[config.mk]
export PLATFORM = sky130hd
export DESIGN_NAME = alu_arbiter
export DESIGN_NICKNAME = d
export VERILOG_FILES = /design/src/rtl/alu_arbiter_pkg.sv /design/src/rtl/alu_arbiter_alu.sv /design/src/rtl/alu_arbiter.sv
export SDC_FILE = /design/constraint.sdc
export NUM_CORES = 1
export LEC_CHECK = 0
export BUFFER_PORTS_ARGS = -buffer_cell sky130_fd_sc_hd__buf_2
export CORE_ASPECT_RATIO = 1.2
export CORE_MARGIN = 3
export CORE_UTILIZATION = 55
export DETAILED_ROUTE_END_ITERATION = 8
export GPL_ROUTABILITY_DRIVEN = 1
export PLACE_DENSITY = 0.81
export SLEW_MARGIN = 0
export SYNTH_ARGS = -nofsm -noshare
export SYNTH_HDL_FRONTEND = slang
export SYNTH_SLANG_ARGS = --single-unit
export TNS_END_PERCENT = 100
[constraint.sdc]
create_clock -name CLK -period 10.6 [get_ports CLK]
set_clock_uncertainty 0.15 [all_clocks]
set_input_delay 0.53 -clock CLK [delete_from_list [all_inputs] [get_ports CLK]]
set_output_delay 0.53 -clock CLK [all_outputs]
set_load 0.005 [all_outputs]
[src/rtl/alu_arbiter_pkg.sv]
// Shared definitions for the two-requester ALU arbiter: data width,
// ALU opcodes, FSM state encoding and a small flag helper.
package alu_arbiter_pkg;

    localparam int DATA_W = 16;

    localparam logic [1:0] ALUOP_ADD = 2'b00;
    localparam logic [1:0] ALUOP_AND = 2'b01;
    localparam logic [1:0] ALUOP_OR  = 2'b10;
    localparam logic [1:0] ALUOP_SUB = 2'b11;

    typedef enum logic [1:0] {
        ST_IDLE = 2'b00,
        ST_EXEC = 2'b01,
        ST_DONE = 2'b10
    } state_t;

    function automatic logic is_zero_f(input logic [DATA_W-1:0] value);
        return (value == '0);
    endfunction

endpackage

[src/rtl/alu_arbiter_alu.sv]
// Combinational 16-bit ALU shared by both requesters; arithmetic wraps
// modulo 2^16 and no carry or overflow is reported.
module alu_arbiter_alu
    import alu_arbiter_pkg::*;
(
    input  logic signed [DATA_W-1:0] a,
    input  logic signed [DATA_W-1:0] b,
    input  logic        [1:0]        op,
    output logic signed [DATA_W-1:0] alu_out,
    output logic                     is_zero
);

    always_comb begin
        alu_out = '0;
        unique case (op)
            ALUOP_ADD: alu_out = a + b;
            ALUOP_AND: alu_out = a & b;
            ALUOP_OR:  alu_out = a | b;
            ALUOP_SUB: alu_out = a - b;
            default:   alu_out = '0;
        endcase
    end

    assign is_zero = is_zero_f(alu_out);

endmodule

[src/rtl/alu_arbiter.sv]
// Round-robin arbiter granting one of two requesters access to a shared
// ALU; one operation in flight, result reported with a one-cycle done pulse.
module alu_arbiter
    import alu_arbiter_pkg::*;
(
    input  logic              CLK,
    input  logic              reset,
    input  logic              req0,
    input  logic [DATA_W-1:0] a0,
    input  logic [DATA_W-1:0] b0,
    input  logic [1:0]        op0,
    input  logic              req1,
    input  logic [DATA_W-1:0] a1,
    input  logic [DATA_W-1:0] b1,
    input  logic [1:0]        op1,
    output logic              done0,
    output logic              done1,
    output logic [DATA_W-1:0] result,
    output logic              zero,
    output logic              busy
);

    state_t state;
    state_t state_next;

    logic                     grant;
    logic                     win_id;
    logic                     last_id;

    logic signed [DATA_W-1:0] a_p0;
    logic signed [DATA_W-1:0] b_p0;
    logic        [1:0]        op_p0;
    logic                     id_p0;

    logic signed [DATA_W-1:0] alu_out;
    logic                     alu_zero;

    // On a tie the requester that was not granted last time wins.
    always_comb begin
        win_id = req1;
        if (req0 && req1) begin
            win_id = ~last_id;
        end
    end

    always_comb begin
        state_next = state;
        grant      = 1'b0;
        unique case (state)
            ST_IDLE: begin
                if (req0 || req1) begin
                    grant      = 1'b1;
                    state_next = ST_EXEC;
                end
            end
            ST_EXEC: state_next = ST_DONE;
            ST_DONE: state_next = ST_IDLE;
            default: state_next = ST_IDLE;
        endcase
    end

    always_ff @(posedge CLK) begin
        if (reset) begin
            state   <= ST_IDLE;
            last_id <= 1'b1;
            done0   <= 1'b0;
            done1   <= 1'b0;
        end else begin
            state   <= state_next;
            done0   <= (state == ST_DONE) && !id_p0;
            done1   <= (state == ST_DONE) &&  id_p0;
            if (grant) begin
                last_id <= win_id;
            end
        end
    end

    // Stage p0: winner's operands latched at grant, isolated from the inputs.
    always_ff @(posedge CLK) begin
        if (reset) begin
            a_p0  <= '0;
            b_p0  <= '0;
            op_p0 <= '0;
            id_p0 <= 1'b0;
        end else if (grant) begin
            a_p0  <= win_id ? a1  : a0;
            b_p0  <= win_id ? b1  : b0;
            op_p0 <= win_id ? op1 : op0;
            id_p0 <= win_id;
        end
    end

    alu_arbiter_alu u_alu (
        .a       (a_p0),
        .b       (b_p0),
        .op      (op_p0),
        .alu_out (alu_out),
        .is_zero (alu_zero)
    );

    // Stage p1: ALU output captured in EXEC, held until the next capture.
    always_ff @(posedge CLK) begin
        if (reset) begin
            result <= '0;
            zero   <= 1'b0;
        end else if (state == ST_EXEC) begin
            result <= alu_out;
            zero   <= alu_zero;
        end
    end

    assign busy = (state != ST_IDLE);

endmodule

; ---- Yosys cells after proc, flatten, opt, wreduce, memory -nomap -nowiden
; Index checks and enable logic that the tools add are counted.
[totals]
ff_bits = 57
latch_bits = 0
ramBits = 0
rom_bits = 0
inputBits = 72
out_inout_bits = 20
elab_cells = 39
mem_count = 0
[op_classes]
add_sub_neg = 2
n_mul = 0
n_div = 0
magnitude_cmp = 0
n_eq_ne = 6
n_shift = 0
muxes = 9
bitwise = 3
n_reduce_logical = 9
[ops]
columns = cell, n
row1 = 16-bit case mux with 4 select lines, 1
row2 = 16-bit two-way mux, 2
row3 = 16-bit adder, 1
row4 = 16-bit AND, 1
row5 = 16-bit zero test, 1
row6 = 16-bit bitwise OR, 1
row7 = 16-bit subtractor, 1
row8 = "2-bit equality test, second input constant", 3
row9 = "2-bit by 1-bit equality test with 1-bit output, second input constant", 2
row10 = 2-bit zero test, 2
row11 = 2-bit two-way mux, 2
row12 = 2-bit case mux with 2 select lines, 1
row13 = 1-bit logical AND, 3
row14 = 1-bit two-way mux, 3
row15 = "2-bit != test, second input constant", 1
row16 = 2-bit nonzero test, 1
row17 = 1-bit zero test, 1
row18 = 1-bit logical OR, 1
row19 = 1-bit inverter, 1

; ---- Longest topological paths before layout
[logic_depth]
ltp_word = 3
mapped_depth = 16
mapped_depth_nobuf = 16

; ---- Modules after synthesis
; From an unflattened synthesis, not the netlist that was laid out.
[unflattened]
hier_cells = 513
area_unflattened_um2 = 4211.5
[by_module_without_submodules]
columns = module, instances, cells_per_inst, area_each_um2, seq_area_each_um2
row1 = alu_arbiter, 1, 289, 2635.0, 1141.1
row2 = alu_arbiter_alu, 1, 224, 1576.5, 0.0

; ---- Worst setup path after synthesis
; OpenSTA, ideal clock, no wires.
[synth_timing]
path_type = reg2reg
start = register op_p0[0]
end = register zero
setup_time_ns = 0.069
arrival_ns = 3.361
t_required_ns = 10.381
setup_slack_ns = 7.020
stages_incl_launch_ff = 15
path_buffers = 2
period_less_slack_ns = 3.580
cell_sequence = dfxtp_1 > ha_1 > clkbuf_1 > a31oi_1 > xnor2_1 > ha_1 > buf_2 > a21o_1 > or3_1 > o21ai_2 > mux2_1 > a221o_1 > nor4_1 > nand3_1 > o21ai_1
[synth_via]
elab_chain_cells = 3
[synth_lines]
columns = element, line
row1 = start: declaration, alu_arbiter.sv:32  ; logic [1:0] op_p0;
row2 = start signal: assignment, alu_arbiter.sv:88  ; op_p0 <= win_id ? op1 : op0;
row3 = 2-bit equality test (tied with other cells), alu_arbiter_alu.sv:15  ; unique case (op)
row4 = 16-bit case mux with 4 select lines (*), alu_arbiter_alu.sv:15
row5 = 16-bit zero test (*), alu_arbiter_pkg.sv:19  ; return (value == '0);
row6 = end signal: assignment, alu_arbiter.sv:108  ; zero <= alu_zero;
row7 = end: declaration, alu_arbiter.sv:19  ; output logic zero,
; Mark *: on every way between the ends. The rest lies on a longest branch, timed or not.
; A chain may end at the register's enable or synchronous reset.

; ---- Worst setup path after layout
; Ends and elaborated chain as after synthesis.

==> run summary <==
status: finished, final reports clean
reg2reg end: zero
Synth top area share: 28.7%
Lkg Pwr: 2.07 nW
initial drt markers: 351
Initial Util: 57.3%
fmax: 0.262 GHz
Yosys reg bits: 57
syn_nets: 594
Final #Nets: 663
fin. max-slew vios: 0
detailed placement HPWL: 7360 um
Max Cap Viol: 0
commonest non-fill, non-tap cell in the layout: buf_2
vias: 3879
site row count: 33
Crit Path Max Fanout: 15
endpoints failing setup: 0
Port Buffers: 91
die outline height: 99.1 um
All-Layer GR Usage: 23.8%
CTS clk-pin slew, worst paths: 60 ps
crit end category: flop
post-route setup slack: 6780 ps
IR Drop Worst-Case VDD: 0.0862 mV
Syn Area/Cell: 7.95 um2
PwrDens: 179 nW/um2
Post-synth top flop: dfxtp_1
Inserted Clock Buffers: 9
Final ANT Viol Nets: 0
pin count of the biggest net entering global routing: 69
Routed wire per std cell: 14.7 um
Remaining DRCs: 0
TritonRoute pass-1 iters: 6
commonest non-fill, non-tap cells in the layout: 91 x buf_2, 82 x nor2_1, 57 x dfxtp_1
via-per-instance ratio: 5.88
first-pass GRT wire length: 16500 um
HP Class: reg2reg
n_diodes: 0
post-cts sizing count: 0
Worst Setup Start Kind: flop
global route overflow: 0
Core Box Area: 6940 um2
io pins: 92
htree depth: 3
CTS tree: done
CTS Sinks: 57
Period Utilization, post-route: 36.1%
FF-to-FF Start: op_p0[0]
Hold EP: result[3]
clk root buf: clkbuf_8
DRT Wirelength: 9710 um
number of fill cells in the layout: 613
Design Power: 828 uW
area post-placement: 4440 um2
CTS Hold Bufs: 0
gpl congestion: 1.02
Netlist Area Pre-Place: 3970 um2
sequential element share of the synthesized area: 28.7%
R2R depth: 12
layout cell share with drive strength beyond 1: 20.6%
Area contributors post-synth: dfxtp_1 29%, mux2i_1 8.6%, nor2_1 7.8%
count of cell types in the netlist: 56
initial antenna violation count: 0
Synth Warn #: 0
Placement Setup Slack: 6810 ps
Critical Path AT: 3940 ps
number of global-route vias before repair: 3615
Tmin final: 3820 ps
Post-synth EDFFs: 0
setup TNS: 0 ps
min-delay src: result[3]
clk_lat worst skew: 340 ps
die area: 8290 um2
Setup CP Type: reg2reg
P&R area growth vs syn: 16.7%
fin util: 66.8%
RSZ-0062 raised after global routing: false
setup slack, reg-to-reg: 6780 ps
Hold Fails Final Rpt: 0
Post-Synthesis Cells: 500
Final Instance Area: 4640 um2
CTS max path bufs: 2
Die Width: 83.6 um
Synth area leader: dfxtp_1
post-CTS setup buffers: 0
fraction of registers with async set/reset: 0%
Hold Path Depth: 2
Critical Path RT: 10720 ps
worst slew pin tran: 1050 ps
Slew Limit Headroom: 29.8%
-- Yosys cell counts (7+ instances only) --
| cell | number |
|---|---|
| a211oi_1 | 41 |
| a21o_1 | 15 |
| a21oi_1 | 26 |
| a31oi_1 | 8 |
| buf_1 | 7 |
| clkbuf_1 | 24 |
| dfxtp_1 | 57 |
| ha_1 | 21 |
| inv_1 | 16 |
| mux2i_1 | 34 |
| nand2_1 | 21 |
| nand2b_1 | 8 |
| nand3_1 | 12 |
| nor2_1 | 83 |
| nor3_1 | 14 |
| o21ai_0 | 11 |
| xnor2_1 | 14 |
-- cell type report --
class,instances,area [um2],area share (%)
multi-input cells,390,2650,57.1
clock inverters,3,40.0,0.864
well taps,87,109,2.35
repair buffers,95,485,10.5
flip-flops and latches,57,1140,24.6
clock buffers,12,155,3.35
inverters,16,60.1,1.30
-- report_power, final --
group | switching, mW | internal, mW
Clock | 0.0821 | 0.119
Combinational | 0.209 | 0.154
Sequential | 0.0257 | 0.239
-- worst max-delay path: stages, from the launching register on --
cell	delay (ps)
dfxtp_1	390
ha_1	490
a31oi_1	100
xnor2_1	150
ha_1	400
a21o_1	230
or3_1	320
o21ai_2	300
mux2_1	380
a221o_1	360
nor4_1	230
nand3_1	100
o21ai_1	140
-- sequential cells by signal, summed over array words and instances, names as in the netlist --
register / count
done1: 1
last_id: 1
op_p0: 2
zero: 1
a_p0: 16
id_p0: 1
done0: 1
b_p0: 16
state: 2
result: 16
-- how the worst max path moves through the flow --
| stage | startpoint | to | slack (ps) | depth (start not counted) |
|---|---|---|---|---|
| 2_1_floorplan | op_p0[0] | zero | 7020 | 14 |
| 3_3_place_gp | op_p0[0] | zero | 6930 | 12 |
| 3_5_place_dp | op_p0[0] | zero | 6810 | 12 |
| 4_1_cts | op_p0[0] | zero | 6790 | 12 |
| 5_1_grt | b_p0[3] | zero | 6410 | 13 |
| 6_report | op_p0[0] | zero | 6780 | 12 |
-- logic make-up after synthesis --
| family | count (synthesis) | share of synthesized area [%] |
|---|---|---|
| compound gates | 147 | 26.2 |
| xor+xnor | 17 | 3.75 |
| fa+ha+maj | 22 | 7.12 |
| buf+inv | 53 | 5.20 |
| flops | 57 | 28.7 |
| mux | 36 | 9.13 |
| simple gates | 168 | 19.9 |
-- routing by layer --
layer | vias up | global-route usage [%] | part of all wire, % | wire length [um]
met5 | - | 0 | 0 | 0
met4 | 0 | 7.30 | 1.7 | 168
met3 | 20 | 4.81 | 5.5 | 537
met2 | 131 | 41.8 | 50 | 4820
met1 | 1742 | 29.2 | 43 | 4180
li1 | 1986 | - | - | -
-- metrics by stage --
step / hold WS [ps] / cells
floorplan: 266 / 500
global placement: 280 / 645
detailed placement: 300 / 645
CTS: 309 / 660
global route: 338 / 660
finish: 307 / 660
Power figures use the tool's default switching activity.
